### src/rtl/mem_stage_pkg.sv
// mem_stage_pkg: shared constants and types for the MEM pipeline stage.
//   - RV32I load/store FUNCT3 encodings
//   - MemtoReg write-back source codes
//   - MEM FSM state type
//   - is_misaligned(): access alignment rule used by the byte-lane aligner
package mem_stage_pkg;

  // Load encodings; store encodings share the low two bits (size).
  localparam logic [2:0] F3_LB  = 3'b000;
  localparam logic [2:0] F3_LH  = 3'b001;
  localparam logic [2:0] F3_LW  = 3'b010;
  localparam logic [2:0] F3_LBU = 3'b100;
  localparam logic [2:0] F3_LHU = 3'b101;
  localparam logic [2:0] F3_SB  = 3'b000;
  localparam logic [2:0] F3_SH  = 3'b001;
  localparam logic [2:0] F3_SW  = 3'b010;

  // Write-back source select.
  localparam logic [1:0] MTR_ALU = 2'b00;
  localparam logic [1:0] MTR_MEM = 2'b01;
  localparam logic [1:0] MTR_PC4 = 2'b10;

  typedef enum logic [0:0] {
    StIdle,
    StWait
  } mem_state_e;

  // Halfwords need an even address, words a multiple of four; bytes are always aligned.
  function automatic logic is_misaligned(input logic [2:0] funct3, input logic [1:0] off);
    logic mis;
    mis = 1'b0;
    case (funct3)
      F3_LH, F3_LHU: mis = off[0];
      F3_LW:         mis = |off;
      default:       mis = 1'b0;
    endcase
    return mis;
  endfunction

endpackage

### src/rtl/lsu_align.sv
// lsu_align: purely combinational byte-lane alignment for the MEM stage.
//   funct3     - RV32I load/store width/sign encoding
//   addr_lo    - byte offset within the word
//   store_data - raw store operand (rs2)
//   rdata      - raw word read from data memory
//   be         - store byte enables
//   wdata      - store data replicated across lanes
//   load_data  - extracted, sign/zero-extended load result
//   misalign   - access violates its natural alignment
module lsu_align
  import mem_stage_pkg::*;
(
  input  logic [2:0]  funct3,
  input  logic [1:0]  addr_lo,
  input  logic [31:0] store_data,
  input  logic [31:0] rdata,
  output logic [3:0]  be,
  output logic [31:0] wdata,
  output logic [31:0] load_data,
  output logic        misalign
);

  logic [31:0] lane;

  // Move the addressed byte/half down to bit 0.
  assign lane     = rdata >> {addr_lo, 3'b000};
  assign misalign = is_misaligned(funct3, addr_lo);

  always_comb begin
    be    = 4'b1111;
    wdata = store_data;
    case (funct3)
      F3_SB: begin
        be    = 4'b0001 << addr_lo;
        wdata = {4{store_data[7:0]}};
      end
      F3_SH: begin
        be    = 4'b0011 << addr_lo;
        wdata = {2{store_data[15:0]}};
      end
      default: ;
    endcase
  end

  always_comb begin
    load_data = lane;
    case (funct3)
      F3_LB:   load_data = {{24{lane[7]}}, lane[7:0]};
      F3_LBU:  load_data = {24'h0, lane[7:0]};
      F3_LH:   load_data = {{16{lane[15]}}, lane[15:0]};
      F3_LHU:  load_data = {16'h0, lane[15:0]};
      default: load_data = lane;
    endcase
  end

endmodule

### src/rtl/mem_stage.sv
// mem_stage: RV32I MEM pipeline stage with a simple request/ack data-memory bus.
//   CLK, RST        - clock, asynchronous active-low reset
//   *_EM            - EX/MEM pipeline inputs (held stable by upstream while STALL_MEM=1)
//   DMEM_*          - data-memory bus (REQ held with stable address/data until ACK)
//   *_MW            - registered MEM/WB outputs; MISALIGN_MW flags an alignment exception
//   STALL_MEM       - freeze upstream while a request waits for ACK
module mem_stage
  import mem_stage_pkg::*;
(
  input  logic        CLK,
  input  logic        RST,
  input  logic        VALID_EM,
  input  logic [31:0] ALU_RES_EM,
  input  logic [31:0] RS2_VAL_EM,
  input  logic [31:0] PC4_EM,
  input  logic [4:0]  RD_EM,
  input  logic [1:0]  MemtoReg_EM,
  input  logic        RegWrite_EM,
  input  logic        MemRead_EM,
  input  logic        MemWrite_EM,
  input  logic [2:0]  FUNCT3_EM,
  output logic        DMEM_REQ,
  output logic        DMEM_WE,
  output logic [31:0] DMEM_ADDR,
  output logic [31:0] DMEM_WDATA,
  output logic [3:0]  DMEM_BE,
  input  logic [31:0] DMEM_RDATA,
  input  logic        DMEM_ACK,
  output logic        VALID_MW,
  output logic [31:0] MEM_DATA_MW,
  output logic [31:0] PC4_MW,
  output logic [4:0]  RD_MW,
  output logic [1:0]  MemtoReg_MW,
  output logic        RegWrite_MW,
  output logic        STALL_MEM,
  output logic        MISALIGN_MW
);

  mem_state_e  state_q;
  logic        mem_op;
  logic        misalign;
  logic        mis_op;
  logic [31:0] load_data;

  lsu_align u_lsu_align (
    .funct3     (FUNCT3_EM),
    .addr_lo    (ALU_RES_EM[1:0]),
    .store_data (RS2_VAL_EM),
    .rdata      (DMEM_RDATA),
    .be         (DMEM_BE),
    .wdata      (DMEM_WDATA),
    .load_data  (load_data),
    .misalign   (misalign)
  );

  assign mem_op = VALID_EM & (MemRead_EM | MemWrite_EM);
  // Alignment only matters for real memory ops; ALU ops may carry any funct3.
  assign mis_op = mem_op & misalign;

  // Gated by RST so nothing is requested while reset is held.
  assign DMEM_REQ  = RST & ((state_q == StWait) | (mem_op & ~misalign));
  assign STALL_MEM = DMEM_REQ & ~DMEM_ACK;
  assign DMEM_ADDR = {ALU_RES_EM[31:2], 2'b00};
  assign DMEM_WE   = MemWrite_EM;

  always_ff @(posedge CLK or negedge RST) begin
    if (!RST) begin
      state_q     <= StIdle;
      VALID_MW    <= 1'b0;
      MEM_DATA_MW <= 32'h0;
      PC4_MW      <= 32'h0;
      RD_MW       <= 5'h0;
      MemtoReg_MW <= 2'b00;
      RegWrite_MW <= 1'b0;
      MISALIGN_MW <= 1'b0;
    end else begin
      unique case (state_q)
        StIdle:  if (DMEM_REQ && !DMEM_ACK) state_q <= StWait;
        StWait:  if (DMEM_ACK) state_q <= StIdle;
        default: state_q <= StIdle;
      endcase

      if (STALL_MEM || !VALID_EM) begin
        // Bubble; data fields keep their last value and are qualified by VALID_MW.
        VALID_MW    <= 1'b0;
        RegWrite_MW <= 1'b0;
        MISALIGN_MW <= 1'b0;
      end else begin
        VALID_MW    <= 1'b1;
        MEM_DATA_MW <= (MemtoReg_EM == MTR_MEM) ? load_data : ALU_RES_EM;
        PC4_MW      <= PC4_EM;
        RD_MW       <= RD_EM;
        MemtoReg_MW <= MemtoReg_EM;
        RegWrite_MW <= RegWrite_EM & (RD_EM != 5'd0) & ~mis_op;
        MISALIGN_MW <= mis_op;
      end
    end
  end

endmodule

### config.mk
export PLATFORM = sky130hd
export DESIGN_NAME = mem_stage
export DESIGN_NICKNAME = d
export VERILOG_FILES = /design/src/rtl/mem_stage_pkg.sv /design/src/rtl/lsu_align.sv /design/src/rtl/mem_stage.sv
export SDC_FILE = /design/constraint.sdc
export NUM_CORES = 1
export LEC_CHECK = 0
export CORE_ASPECT_RATIO = 1.25
export CORE_UTILIZATION = 34
export DETAILED_ROUTE_END_ITERATION = 10
export GPL_TIMING_DRIVEN = 0
export PLACE_DENSITY = 0.81
export SLEW_MARGIN = 5
export SYNTH_ARGS = -nofsm -noshare
export SYNTH_HDL_FRONTEND = slang
export SYNTH_SLANG_ARGS = --single-unit
### constraint.sdc
create_clock -name CLK -period 1.7 [get_ports CLK]
set_input_delay 0.34 -clock CLK [delete_from_list [all_inputs] [get_ports CLK]]
set_output_delay 0.34 -clock CLK [all_outputs]
set_load 0.02 [all_outputs]
==> flow_metrics.py <==
metrics = {
    "worst_setup_path": {
        "timing.critical_path.max_delay_family": "simple AND/OR/NAND/NOR gates",
        "rrSetupSlack_ps": 50,
        "cpPeakStageDelay_ps": 250,
        "cp_cell_sequence": "buf_12, nor3b_4, buf_4, o21a_1, nor3_2, o21a_2, buf_6",
        "cp.arrival_ps": 1480,
        "worstPathRequired_ps": 1360,
        "slowest_stage": "nor3_2",
        "crit_buf_inv": 3,
        "endpoint_kind": "output pin",
        "start_kind": "primary input",
        "timing.rr.start": "state_q$_DFF_PN0_",
        "startpoint": "FUNCT3_EM[1]",
        "r2r_end": "MEM_DATA_MW[15]$_DFFE_PN0N_",
        "rr_worst_depth": 7,
        "criticalPathCategory": "in2out",
        "crit_fanout": 6,
    },
    "power_and_ir_drop": {
        "p_leak_nw": 4.095,
        "power_mw": 6.673,
        "seqPwrFrac": 0.326,
        "sw_frac_of_total": 0.3193,
        "powerDensity_mw_per_mm2": 738.0,
        "pwr-share-clk": 0.246,
        "p_comb_frac": 0.428,
        "p_switching_mw": 2.131,
        "p_int_mw": 4.543,
        "ir_drop_uv": 431.8,
    },
    "floorplanning": {
        "pin_count": 290,
        "die_h_um": 133.8,
        "row_count": 47,
        "die_area_mm2": 0.01438,
        "die_x_um": 107.5,
        "start_util": 0.3526,
        "core_area_mm2": 0.01341,
    },
    "sta": {
        "rsz0062_at_grt": "true",
        "drv_slew": 0,
        "setup_viol": 49,
        "setup_ws_ps": -123.7,
        "setup-tns-final_ps": -2110,
        "hold_violations": 0,
        "min_period_over_period": 1.073,
        "max_freq_mhz": 548.4,
        "tightest_slew_ps": 521.8,
        "maxSlewHeadroom": 0.6501,
        "clock-skew-final_ps": 7.046,
        "min_period_ps": 1824,
    },
    "route": {
        "viasPerCell": 5.199,
        "routed_wl_mm": 20.04,
        "antenna_left": 0,
        "drtIter0Drc": 310,
        "avgRoutedWirePerCell_um": 20.83,
        "vias": 5001,
        "drtPass1Iterations": 5,
        "drcViolationCount": 0,
    },
    "cts": {
        "cts_root_buffer": "clkbuf_16",
        "cts_tree": "built",
        "clockBufferDepth": 2,
        "clk_latency_ps": 330,
        "cts_sinks": 75,
        "h-tree-depth": 3,
        "clk_pin_slew_ps": 50,
        "cts_buffers": 9,
    },
    "placed_design": {
        "place_area_mm2": 0.007894,
        "port_buffers": 285,
        "hpwlAfterDp_mm": 15.07,
        "gp_congestion": 0.9240,
        "place_ws_ps": -1303,
    },
    "grt": {
        "grtUsageTotal": 0.2789,
        "grt_pass1_vias": 5433,
        "grt_pass1_wl_mm": 29.93,
        "antenna_found_initial": 3,
        "grt_max_degree": 49,
        "overflow": 0,
    },
    "final_layout": {
        "drive_gt1_frac": 0.3523,
        "syn_to_final_growth_pct": 91.29,
        "fin_area_mm2": 0.009042,
        "final_core_util": 0.6744,
        "fillers": 1005,
        "finalNetCount": 931,
    },
    "yosys": {
        "ys.flop_type": "dfrtp_1",
        "synth_cells": 447,
        "netlist-cell-type-count": 44,
        "avgSynthCellArea_um2": 10.58,
        "synthesis.area_mm2": 0.004727,
        "ys_ff_latch": 75,
        "synthArstFlopShare": 1.000,
        "synth_edf_count": 0,
        "yosys_warnings": 0,
        "yosysSeqAreaShare": 0.3970,
    },
    "hold_path": {
        "hold_path.class": "in2async",
    },
    "run": {
        "maxCapViolCount": 0,
    },
    "run_status": {
        "violations": "setup timing",
        "status": "complete, but fails checks",
    },
}
## metal layers
metal | up-vias | routed length (µm) | GRT usage
met5 | - | 13 | 0
met4 | 2 | 691 | 0.1111
met3 | 48 | 1672 | 0.07969
met2 | 289 | 10190 | 0.5032
met1 | 2394 | 7467 | 0.3046
li1 | 2268 | - | -
## cell type report
type / count / area (µm²) / area share
sequential: 75 / 1877 / 0.2076
clock buffer: 10 / 229.0 / 0.02532
tap: 171 / 214.0 / 0.02366
inverter: 3 / 11.26 / 0.001245
clock inverter: 4 / 20.02 / 0.002214
buffer: 72 / 655.6 / 0.07251
antenna: 2 / 5.005 / 0.0005535
multi-input combinational: 294 / 2686 / 0.2971
timing repair buffer: 331 / 3344 / 0.3699
## worst max path at each step
stage	slack, ps	depth (start not counted)	endpoint
global route	-170	7	STALL_MEM
finish	-120	7	STALL_MEM
floorplan	-240	7	PC4_MW[19]$_DFFE_PN0N_
global placement	-3530	7	PC4_MW[19]$_DFFE_PN0N_
CTS	-120	7	STALL_MEM
detailed placement	-1300	7	DMEM_WDATA[30]
## per-stage QoR
| step | instances | hold slack, ps |
|---|---|---|
| detailed placement | 905 | 308.7 |
| global placement | 904 | 472.9 |
| floorplan | 448 | 44.41 |
| global route | 961 | 27.83 |
| CTS | 957 | 18.64 |
| finish | 962 | 22.46 |
## cell usage after synthesis, drive strengths merged (3+ instances only)
master | count | area share
o21a | 3 | 0.0048
inv | 3 | 0.0024
or2 | 3 | 0.0045
a21oi | 11 | 0.012
nor2b | 5 | 0.0066
nor3 | 4 | 0.0053
and3 | 8 | 0.011
and2 | 3 | 0.0040
nand2b | 3 | 0.0040
mux2i | 41 | 0.087
a211oi | 16 | 0.025
clkbuf | 17 | 0.013
o31ai | 17 | 0.027
mux2 | 55 | 0.15
o2bb2ai | 8 | 0.015
buf | 59 | 0.097
nand2 | 5 | 0.0040
nor2 | 40 | 0.032
o21ai | 51 | 0.054
dfrtp | 75 | 0.40
o221ai | 7 | 0.013
## power by group through the flow
stage	registers (mW)	logic [mW]	clock network [mW]
CTS	2.18	2.75	1.68
floorplan	2.51	0.902	0
detailed placement	2.21	2.55	0
finish	2.18	2.85	1.64
global placement	2.19	2.52	0
global route	2.21	3.00	1.77
## state kept, by name, summed over array words and instances, names as in the netlist
name,count
state_q,1
MemtoReg_MW,2
PC4_MW,32
MEM_DATA_MW,32
MISALIGN_MW,1
RD_MW,5
VALID_MW,1
RegWrite_MW,1
## placed cells by master (no fill, tap or decap), types with 9 or more instances in the layout
cell type        count
a211oi_2            12
buf_12              10
buf_4               68
buf_6               49
clkbuf_16            9
clkdlybuf4s50_1    200
dfrtp_1             75
dlygate4sd2_1       40
mux2_4              49
mux2i_1             41
nor2_1              34
o21ai_0             33
o21ai_1             16
o31ai_2              9
## kinds of logic (layout without fill, tap and decap cells)
family	count (synthesis)	count (layout)	synth area share
AO/OA/AOI/OAI	120	120	0.1668
buffers and inverters	79	420	0.1130
flip-flops	75	75	0.3970
multiplexers	97	97	0.2440
other	1	4	0.0007933
AND/OR/NAND/NOR	75	75	0.07835
## timing repair
action                     4_1_cts  5_1_grt
pin swaps                       14       14
setup endpoints to repair      144      108
hold endpoints to repair        27        0
hold buffers                     2        0
gates resized for setup        301      109
setup buffers                   30       11
gates cloned                     7        0
(Power assumes the default switching activity.)
